[src/rtl/spi_burst_ctrl.sv]
// Burst controller in front of a byte-level SPI master: TX/RX byte FIFOs plus
// slave-select setup, hold and inter-burst idle sequencing.
module spi_burst_ctrl #(
    parameter int AW       = 4,
    parameter int SS_SETUP = 4,
    parameter int SS_HOLD  = 4,
    parameter int SS_IDLE  = 8
) (
    input  logic       clk_i,
    input  logic       rst_i,
    input  logic       cmd_valid_i,
    output logic       cmd_ready_o,
    input  logic [7:0] cmd_len_i,
    input  logic       tx_wr_i,
    input  logic [7:0] tx_data_i,
    output logic       tx_full_o,
    output logic       tx_ovf_o,
    input  logic       rx_rd_i,
    output logic [7:0] rx_data_o,
    output logic       rx_empty_o,
    output logic [7:0] spi_din_o,
    output logic       spi_start_o,
    input  logic       spi_done_tick_i,
    input  logic [7:0] spi_dout_i,
    output logic       ss_n_o,
    output logic       busy_o
);
    localparam int            DEPTH    = 2 ** AW;
    localparam logic [AW-1:0] PTR_ONE  = AW'(1);
    localparam logic [AW:0]   CNT_ONE  = (AW+1)'(1);
    localparam logic [AW:0]   CNT_FULL = (AW+1)'(DEPTH);
    localparam logic [7:0]    SETUP_LD = 8'(SS_SETUP - 1);
    localparam logic [7:0]    HOLD_LD  = 8'(SS_HOLD - 1);
    localparam logic [7:0]    IDLE_LD  = 8'(SS_IDLE - 1);

    typedef enum logic [2:0] {S_IDLE, S_SETUP, S_LOAD, S_XFER, S_HOLD, S_GAP} state_t;

    state_t          state_q, state_d;
    logic [7:0]      cnt_q, cnt_d;
    logic [8:0]      rem_q, rem_d;
    logic            ss_n_q, ss_n_d;
    logic            start_q, start_d;
    logic [7:0]      din_q, din_d;

    logic [7:0]      tx_mem [DEPTH];
    logic [AW-1:0]   tx_wr_ptr_q, tx_wr_ptr_d, tx_rd_ptr_q, tx_rd_ptr_d;
    logic [AW:0]     tx_count_q, tx_count_d;
    logic            tx_full_q, tx_full_d, tx_ovf_q, tx_ovf_d;

    logic [7:0]      rx_mem [DEPTH];
    logic [AW-1:0]   rx_wr_ptr_q, rx_wr_ptr_d, rx_rd_ptr_q, rx_rd_ptr_d;
    logic [AW:0]     rx_count_q, rx_count_d;
    logic            rx_empty_q, rx_empty_d;
    logic [7:0]      rx_head_q, rx_head_d;

    logic            load_go, tx_push, tx_pop, rx_push, rx_pop;

    // RX space is checked here so the push at done time always has a free slot.
    assign load_go = (state_q == S_LOAD) && (tx_count_q != '0) && (rx_count_q != CNT_FULL);
    assign tx_pop  = load_go;
    assign tx_push = tx_wr_i && (!tx_full_q || tx_pop);
    assign rx_push = (state_q == S_XFER) && spi_done_tick_i;
    assign rx_pop  = rx_rd_i && !rx_empty_q;

    always_ff @(posedge clk_i or negedge rst_i) begin
        if (!rst_i) begin
            state_q     <= S_IDLE;
            cnt_q       <= '0;
            rem_q       <= '0;
            ss_n_q      <= 1'b1;
            start_q     <= 1'b0;
            din_q       <= '0;
            tx_wr_ptr_q <= '0;
            tx_rd_ptr_q <= '0;
            tx_count_q  <= '0;
            tx_full_q   <= 1'b0;
            tx_ovf_q    <= 1'b0;
            rx_wr_ptr_q <= '0;
            rx_rd_ptr_q <= '0;
            rx_count_q  <= '0;
            rx_empty_q  <= 1'b1;
            rx_head_q   <= '0;
        end else begin
            state_q     <= state_d;
            cnt_q       <= cnt_d;
            rem_q       <= rem_d;
            ss_n_q      <= ss_n_d;
            start_q     <= start_d;
            din_q       <= din_d;
            tx_wr_ptr_q <= tx_wr_ptr_d;
            tx_rd_ptr_q <= tx_rd_ptr_d;
            tx_count_q  <= tx_count_d;
            tx_full_q   <= tx_full_d;
            tx_ovf_q    <= tx_ovf_d;
            rx_wr_ptr_q <= rx_wr_ptr_d;
            rx_rd_ptr_q <= rx_rd_ptr_d;
            rx_count_q  <= rx_count_d;
            rx_empty_q  <= rx_empty_d;
            rx_head_q   <= rx_head_d;
        end
    end

    always_ff @(posedge clk_i) begin
        if (tx_push) tx_mem[tx_wr_ptr_q] <= tx_data_i;
        if (rx_push) rx_mem[rx_wr_ptr_q] <= spi_dout_i;
    end

    // The LOAD cycle supplies the last setup cycle, so SETUP exits one count early.
    always_comb begin
        state_d = state_q;
        cnt_d   = cnt_q;
        rem_d   = rem_q;
        unique case (state_q)
            S_IDLE: if (cmd_valid_i) begin
                rem_d   = {1'b0, cmd_len_i} + 9'd1;
                cnt_d   = SETUP_LD;
                state_d = (SS_SETUP > 1) ? S_SETUP : S_LOAD;
            end
            S_SETUP: begin
                cnt_d = cnt_q - 8'd1;
                if (cnt_q <= 8'd1) begin
                    cnt_d   = '0;
                    state_d = S_LOAD;
                end
            end
            S_LOAD: if (load_go) state_d = S_XFER;
            S_XFER: if (spi_done_tick_i) begin
                rem_d = rem_q - 9'd1;
                if (rem_q == 9'd1) begin
                    cnt_d   = HOLD_LD;
                    state_d = S_HOLD;
                end else begin
                    state_d = S_LOAD;
                end
            end
            S_HOLD: begin
                cnt_d = cnt_q - 8'd1;
                if (cnt_q == 8'd0) begin
                    cnt_d   = IDLE_LD;
                    state_d = S_GAP;
                end
            end
            S_GAP: begin
                cnt_d = cnt_q - 8'd1;
                if (cnt_q == 8'd0) begin
                    cnt_d   = '0;
                    state_d = S_IDLE;
                end
            end
            default: state_d = S_IDLE;
        endcase
    end

    always_comb begin
        ss_n_d  = ss_n_q;
        start_d = 1'b0;
        din_d   = din_q;
        case (state_q)
            S_IDLE: if (cmd_valid_i) ss_n_d = 1'b0;
            S_LOAD: if (load_go) begin
                start_d = 1'b1;
                din_d   = tx_mem[tx_rd_ptr_q];
            end
            S_HOLD: if (cnt_q == 8'd0) ss_n_d = 1'b1;
            default: ;
        endcase
    end

    always_comb begin
        tx_wr_ptr_d = tx_push ? tx_wr_ptr_q + PTR_ONE : tx_wr_ptr_q;
        tx_rd_ptr_d = tx_pop  ? tx_rd_ptr_q + PTR_ONE : tx_rd_ptr_q;
        case ({tx_push, tx_pop})
            2'b10:   tx_count_d = tx_count_q + CNT_ONE;
            2'b01:   tx_count_d = tx_count_q - CNT_ONE;
            default: tx_count_d = tx_count_q;
        endcase
        tx_full_d = (tx_count_d == CNT_FULL);
        tx_ovf_d  = tx_ovf_q | (tx_wr_i & ~tx_push);

        rx_wr_ptr_d = rx_push ? rx_wr_ptr_q + PTR_ONE : rx_wr_ptr_q;
        rx_rd_ptr_d = rx_pop  ? rx_rd_ptr_q + PTR_ONE : rx_rd_ptr_q;
        case ({rx_push, rx_pop})
            2'b10:   rx_count_d = rx_count_q + CNT_ONE;
            2'b01:   rx_count_d = rx_count_q - CNT_ONE;
            default: rx_count_d = rx_count_q;
        endcase
        rx_empty_d = (rx_count_d == '0);
        // Show-ahead head register; bypass when the new head is the byte being pushed.
        if (rx_count_d == '0)
            rx_head_d = rx_head_q;
        else if (rx_push && (rx_wr_ptr_q == rx_rd_ptr_d))
            rx_head_d = spi_dout_i;
        else
            rx_head_d = rx_mem[rx_rd_ptr_d];
    end

    assign cmd_ready_o = (state_q == S_IDLE);
    assign busy_o      = (state_q != S_IDLE);
    assign ss_n_o      = ss_n_q;
    assign spi_start_o = start_q;
    assign spi_din_o   = din_q;
    assign tx_full_o   = tx_full_q;
    assign tx_ovf_o    = tx_ovf_q;
    assign rx_empty_o  = rx_empty_q;
    assign rx_data_o   = rx_head_q;
endmodule

[config.mk]
export PLATFORM = sky130hd
export DESIGN_NAME = spi_burst_ctrl
export DESIGN_NICKNAME = d
export VERILOG_FILES = /design/src/rtl/spi_burst_ctrl.sv
export SDC_FILE = /design/constraint.sdc
export NUM_CORES = 1
export LEC_CHECK = 0
export CAP_MARGIN = 0
export CORE_UTILIZATION = 45
export CTS_CLUSTER_DIAMETER = 30
export CTS_CLUSTER_SIZE = 25
export DETAILED_ROUTE_END_ITERATION = 16
export GPL_ROUTABILITY_DRIVEN = 0
export HOLD_SLACK_MARGIN = 0.12
export PLACE_DENSITY_LB_ADDON = 0.1
export RECOVER_POWER = 25
export SYNTH_ARGS = -nofsm -noshare
export SYNTH_HDL_FRONTEND = slang
export SYNTH_SLANG_ARGS = --single-unit
[constraint.sdc]
create_clock -name clk_i -period 7.77 [get_ports clk_i]
set_clock_uncertainty 0.2 [all_clocks]
set_input_delay 1.554 -clock clk_i [delete_from_list [all_inputs] [get_ports clk_i]]
set_output_delay 1.554 -clock clk_i [all_outputs]
set_load 0.1 [all_outputs]
; ---- After elaboration in Yosys (flattened, before gate mapping)
; Memory sizes are Yosys's and may differ from the RTL's. A register that Yosys moved wholly into a read port is not among the register bits.
; Index checks and enable logic that the tools add are counted.
[totals]
regBits = 51
ramBits = 256
in_bits = 30
output_inout_bits = 23
wordCells = 104
n_memories = 2
[memory_table]
columns = name, words, word_bits, rd, rd_ports_with_merged_regs, write_ports, line_no
row1 = rx_mem, 16, 8, 1, 1, 1, 50  ; logic [7:0] rx_mem [DEPTH];
row2 = tx_mem, 16, 8, 1, 1, 1, 45  ; logic [7:0] tx_mem [DEPTH];
[classes]
add_sub_neg = 11
order_cmp = 1
eq_ne = 19
n_mux = 30
bitwise = 3
n_reduce_logical = 24
[ops]
columns = op, count
row1 = $mux W8, 6
row2 = $pmux W8 S5, 1
row3 = $mux W3, 7
row4 = $pmux W5 S2, 2
row5 = $mux W9, 2
row6 = $pmux W3 S6, 1
row7 = $pmux W9 S2, 1
row8 = $add A4 B1 Y4 const B, 4
row9 = $ne A2 B2 Y1 const B, 6
row10 = $add A5 B1 Y5 const B, 2
row11 = $reduce_bool A5 Y1, 2
row12 = $sub A5 B1 Y5 const B, 2
row13 = $add A8 B1 Y9 const B, 1
row14 = $eq A9 B1 Y1 const B, 1
row15 = $sub A9 B1 Y9 const B, 1
row16 = $le A8 B1 Y1 const B, 1
row17 = $logic_not A8 Y1, 1
row18 = $mux W1, 8
row19 = $sub A8 B1 Y8 const B, 1
row20 = $eq A3 B2 Y1 const B, 2
row21 = $eq A3 B3 Y1 const B, 2
row22 = $reduce_and A3 Y1, 2
row23 = $reduce_and A6 Y1, 1
row24 = $eq A5 B5 Y1 const B, 1
row25 = 19 further kinds, 30

; ---- Logic depth before layout (Yosys ltp)
[depth]
depth_word = 8
depth_mapped = 15
ltp_nobuf = 14

; ---- Worst setup path after synthesis
; OpenSTA, ideal clock, no wires.
[synth_path]
kind = reg2out
from = register state_q[1]
to = output busy_o
t_arrival_ps = 4112
required_time_ps = 6016
slack_ps = 1904
path_stages_with_launch = 4
n_path_buf = 1
path_cell_list = dfrtp_1 -> buf_1 -> nor3_1 -> inv_1
[synth_between]
elab_chain_cells = 1
[synth_rtl]
columns = item, line_no
row1 = start: declaration, 38  ; state_t state_q, state_d;
row2 = start signal: assignment, 84  ; state_q <= state_d;
row3 = $reduce_bool A3 Y1, 198  ; assign busy_o = (state_q != S_IDLE);
row4 = end: declaration, 26  ; output logic busy_o
; Every way passes these cells.

==> flow_metrics.tcl <==
set metrics [dict create \
    status "finished with violations" \
    violations "capacitance limit, slew limit" \
    cts_buffer_depth 3 \
    wl_um 30470 \
    slowest_delay_ps 2770 \
    wire_per_inst_um 22.32 \
    vias 7741 \
    ys_types 73 \
    grt_setup_unrepaired "no" \
    layout_common_cells "edfxtp_1, clkbuf_16, mux4_2" \
    post-place-ws_ps 2204 \
    ant_nets 0 \
    worstPathArrival_ps 4370 \
    cts_sinks 323 \
    synthToLayoutAreaGrowth_pct 24.79 \
    crit_chain "clkbuf_1" \
    final_common_cell "edfxtp_1" \
    grtUsageMet3 0.04220 \
    chipWidth_um 176.5 \
    clkTransAtPathRegs_ps 40 \
    design.core.area_um2 29800 \
    drive_gt1_frac 0.2379 \
    post-dp-hpwl_um 18690 \
    use_met1 0.2822 \
    power.density_nw_per_um2 459.3 \
    fp.dieH_um 176.5 \
    critPathCaptureType "async pin" \
    vias_per_cell 5.671 \
    cap_violations 1 \
    synth_nets 858 \
    reg2reg_slack_ps 3080 \
    placementRows 63 \
    multiInputGateArea_um2 4093 \
    grt_max_degree 68 \
    path_class "in2async" \
    relSlewSlack -1.681 \
    cts_root_buf "clkbuf_16" \
    yosys_register_bits 323 \
    fmax_mhz 193.6 \
    area.sequential_um2 9369 \
    p_leak_uw 0.006060 \
    drc 0 \
    ctsHoldBuffers 0 \
    cts_setup_buffers 0 \
    portBuffers 52 \
    slew_viol_final 68 \
    hold_viol 0 \
    nNetsFinal 967 \
    hp-class "reg2reg" \
    whs_ps 274.3 \
    crit_fanout 67 \
    ys_async_sr_fraction 0.2074 \
    required_ps 6980 \
    start_util 0.4598 \
    drt-initial-drc-count 626 \
    cts_resized 0 \
    synth.avg_cell_area_um2 17.02 \
    io_pins 53 \
    grt_antenna_before_repair 1 \
    tightest_slew_ps 4021 \
    grt-ovfl-total 0 \
    met2_usage 0.3193 \
    grt_pass1_wl_um 47390 \
    ir_drop_mv 0.2470 \
    drt_first_pass_iters 5 \
    post-route-min-period_ps 5165 \
    grt_pass1_vias 8295 \
    synth-edff-count 256 \
    nFillCells 2317 \
    htree_levels 3 \
    slowest_stage "clkbuf_1" \
    synth-seq-area-share 0.6837 \
    netlist_instances 805 \
    tns_ps 0 \
    yosys_warnings 0 \
    path_delay_family "buffers and inverters" \
    grt_usage 0.2049 \
    final.period_utilization 0.6648 \
    crit_buf_inv 1 \
    setup_viol 0 \
    dieArea_um2 31150 \
    cts_tree "built" \
    clock_latency_ps 570 \
    worst_slack_ps 2605 \
    syn_area_um2 13700 \
    diodes 0 \
    worstSetupStartpointType "input port" \
    cts_buffers 74 \
    grt_busiest_layer "met2" \
    synth-main-ff-cell "edfxtp_1" \
]
-- layer usage --
layer / wire, um / up-vias
met5: 0 / -
met4: 733 / 0
met3: 1817 / 74
met2: 14500 / 252
met1: 13420 / 3956
li1: - / 3459
-- logic make-up (layout without fill, tap and decap cells) --
group | Yosys count | count (layout) | share of synthesized area
mux | 83 | 83 | 0.1279
compound gates | 126 | 126 | 0.06476
fa+ha+maj | 23 | 23 | 0.02155
simple gates | 155 | 155 | 0.06055
flops | 323 | 323 | 0.6837
xor+xnor | 29 | 29 | 0.02110
buf+inv | 66 | 236 | 0.02046
-- Yosys cell counts (9+ instances only) --
library cell	count	area, um^2
mux2_2	9	101.4
nor2_1	38	142.6
a22oi_1	16	120.1
a21oi_1	26	130.1
inv_1	29	108.9
o21ai_0	25	125.1
edfxtp_1	256	7687
mux4_2	71	1599
dfrtp_1	65	1627
xnor2_1	14	122.6
xor2_1	12	105.1
clkbuf_1	14	52.55
nor3_1	21	105.1
nand2_1	31	116.4
ha_1	22	275.3
a22o_1	10	87.58
buf_2	12	60.06
nor3b_1	11	82.58
-- final timing paths --
path / startpoint / to / cells past startpoint
worst max-delay path: rst_i / tx_rd_ptr_q[0]$_DFFE_PN0P_ / 1
worst min-delay path: tx_ovf_o$_DFF_PN0_ / tx_ovf_o$_DFF_PN0_ / 1
worst max register to register: state_q[1]$_DFFE_PN0P_ / rx_data_o[3]$_DFFE_PN0N_ / 11
worst min register to register: tx_ovf_o$_DFF_PN0_ / tx_ovf_o$_DFF_PN0_ / 1
max in group clk_i: spi_done_tick_i / rx_data_o[3]$_DFFE_PN0N_ / 12
min in group asynchronous: rst_i / spi_din_o[3]$_DFFE_PN0P_ / 1
-- layout make-up --
cell class / instances / area share
repair buffers: 67 / 0.03667
clock inverters: 50 / 0.02840
inverters: 32 / 0.007173
multi-input cells: 416 / 0.2394
flip-flops and latches: 323 / 0.5481
clock buffers: 87 / 0.1118
well taps: 390 / 0.02854
-- sequential cells by signal, summed over array words and instances, names as in the netlist, 5 cells and up --
| name | flops |
|---|---|
| tx_count_q | 5 |
| spi_din_o | 8 |
| rem_q | 9 |
| tx_mem | 128 |
| rx_data_o | 8 |
| rx_mem | 128 |
| rx_count_q | 5 |
| cnt_q | 8 |
-- power by group --
group          internal, uW  total [uW]  switching [uW]
clock network          1930        2900             971
logic                  1050        2510            1460
registers              2160        2440             276
-- stage by stage --
stage               instance area (um^2)  total power, uW  instances  utilization
CTS                                17100             7929       1365       0.5739
detailed placement                 14700             4991       1228       0.4934
global route                       17100             8223       1365       0.5737
floorplan                          13700             4303        805            -
finish                             17100             7852       1365       0.5737
global placement                   14700             4909       1228       0.4934
(Power assumes the default switching activity.)
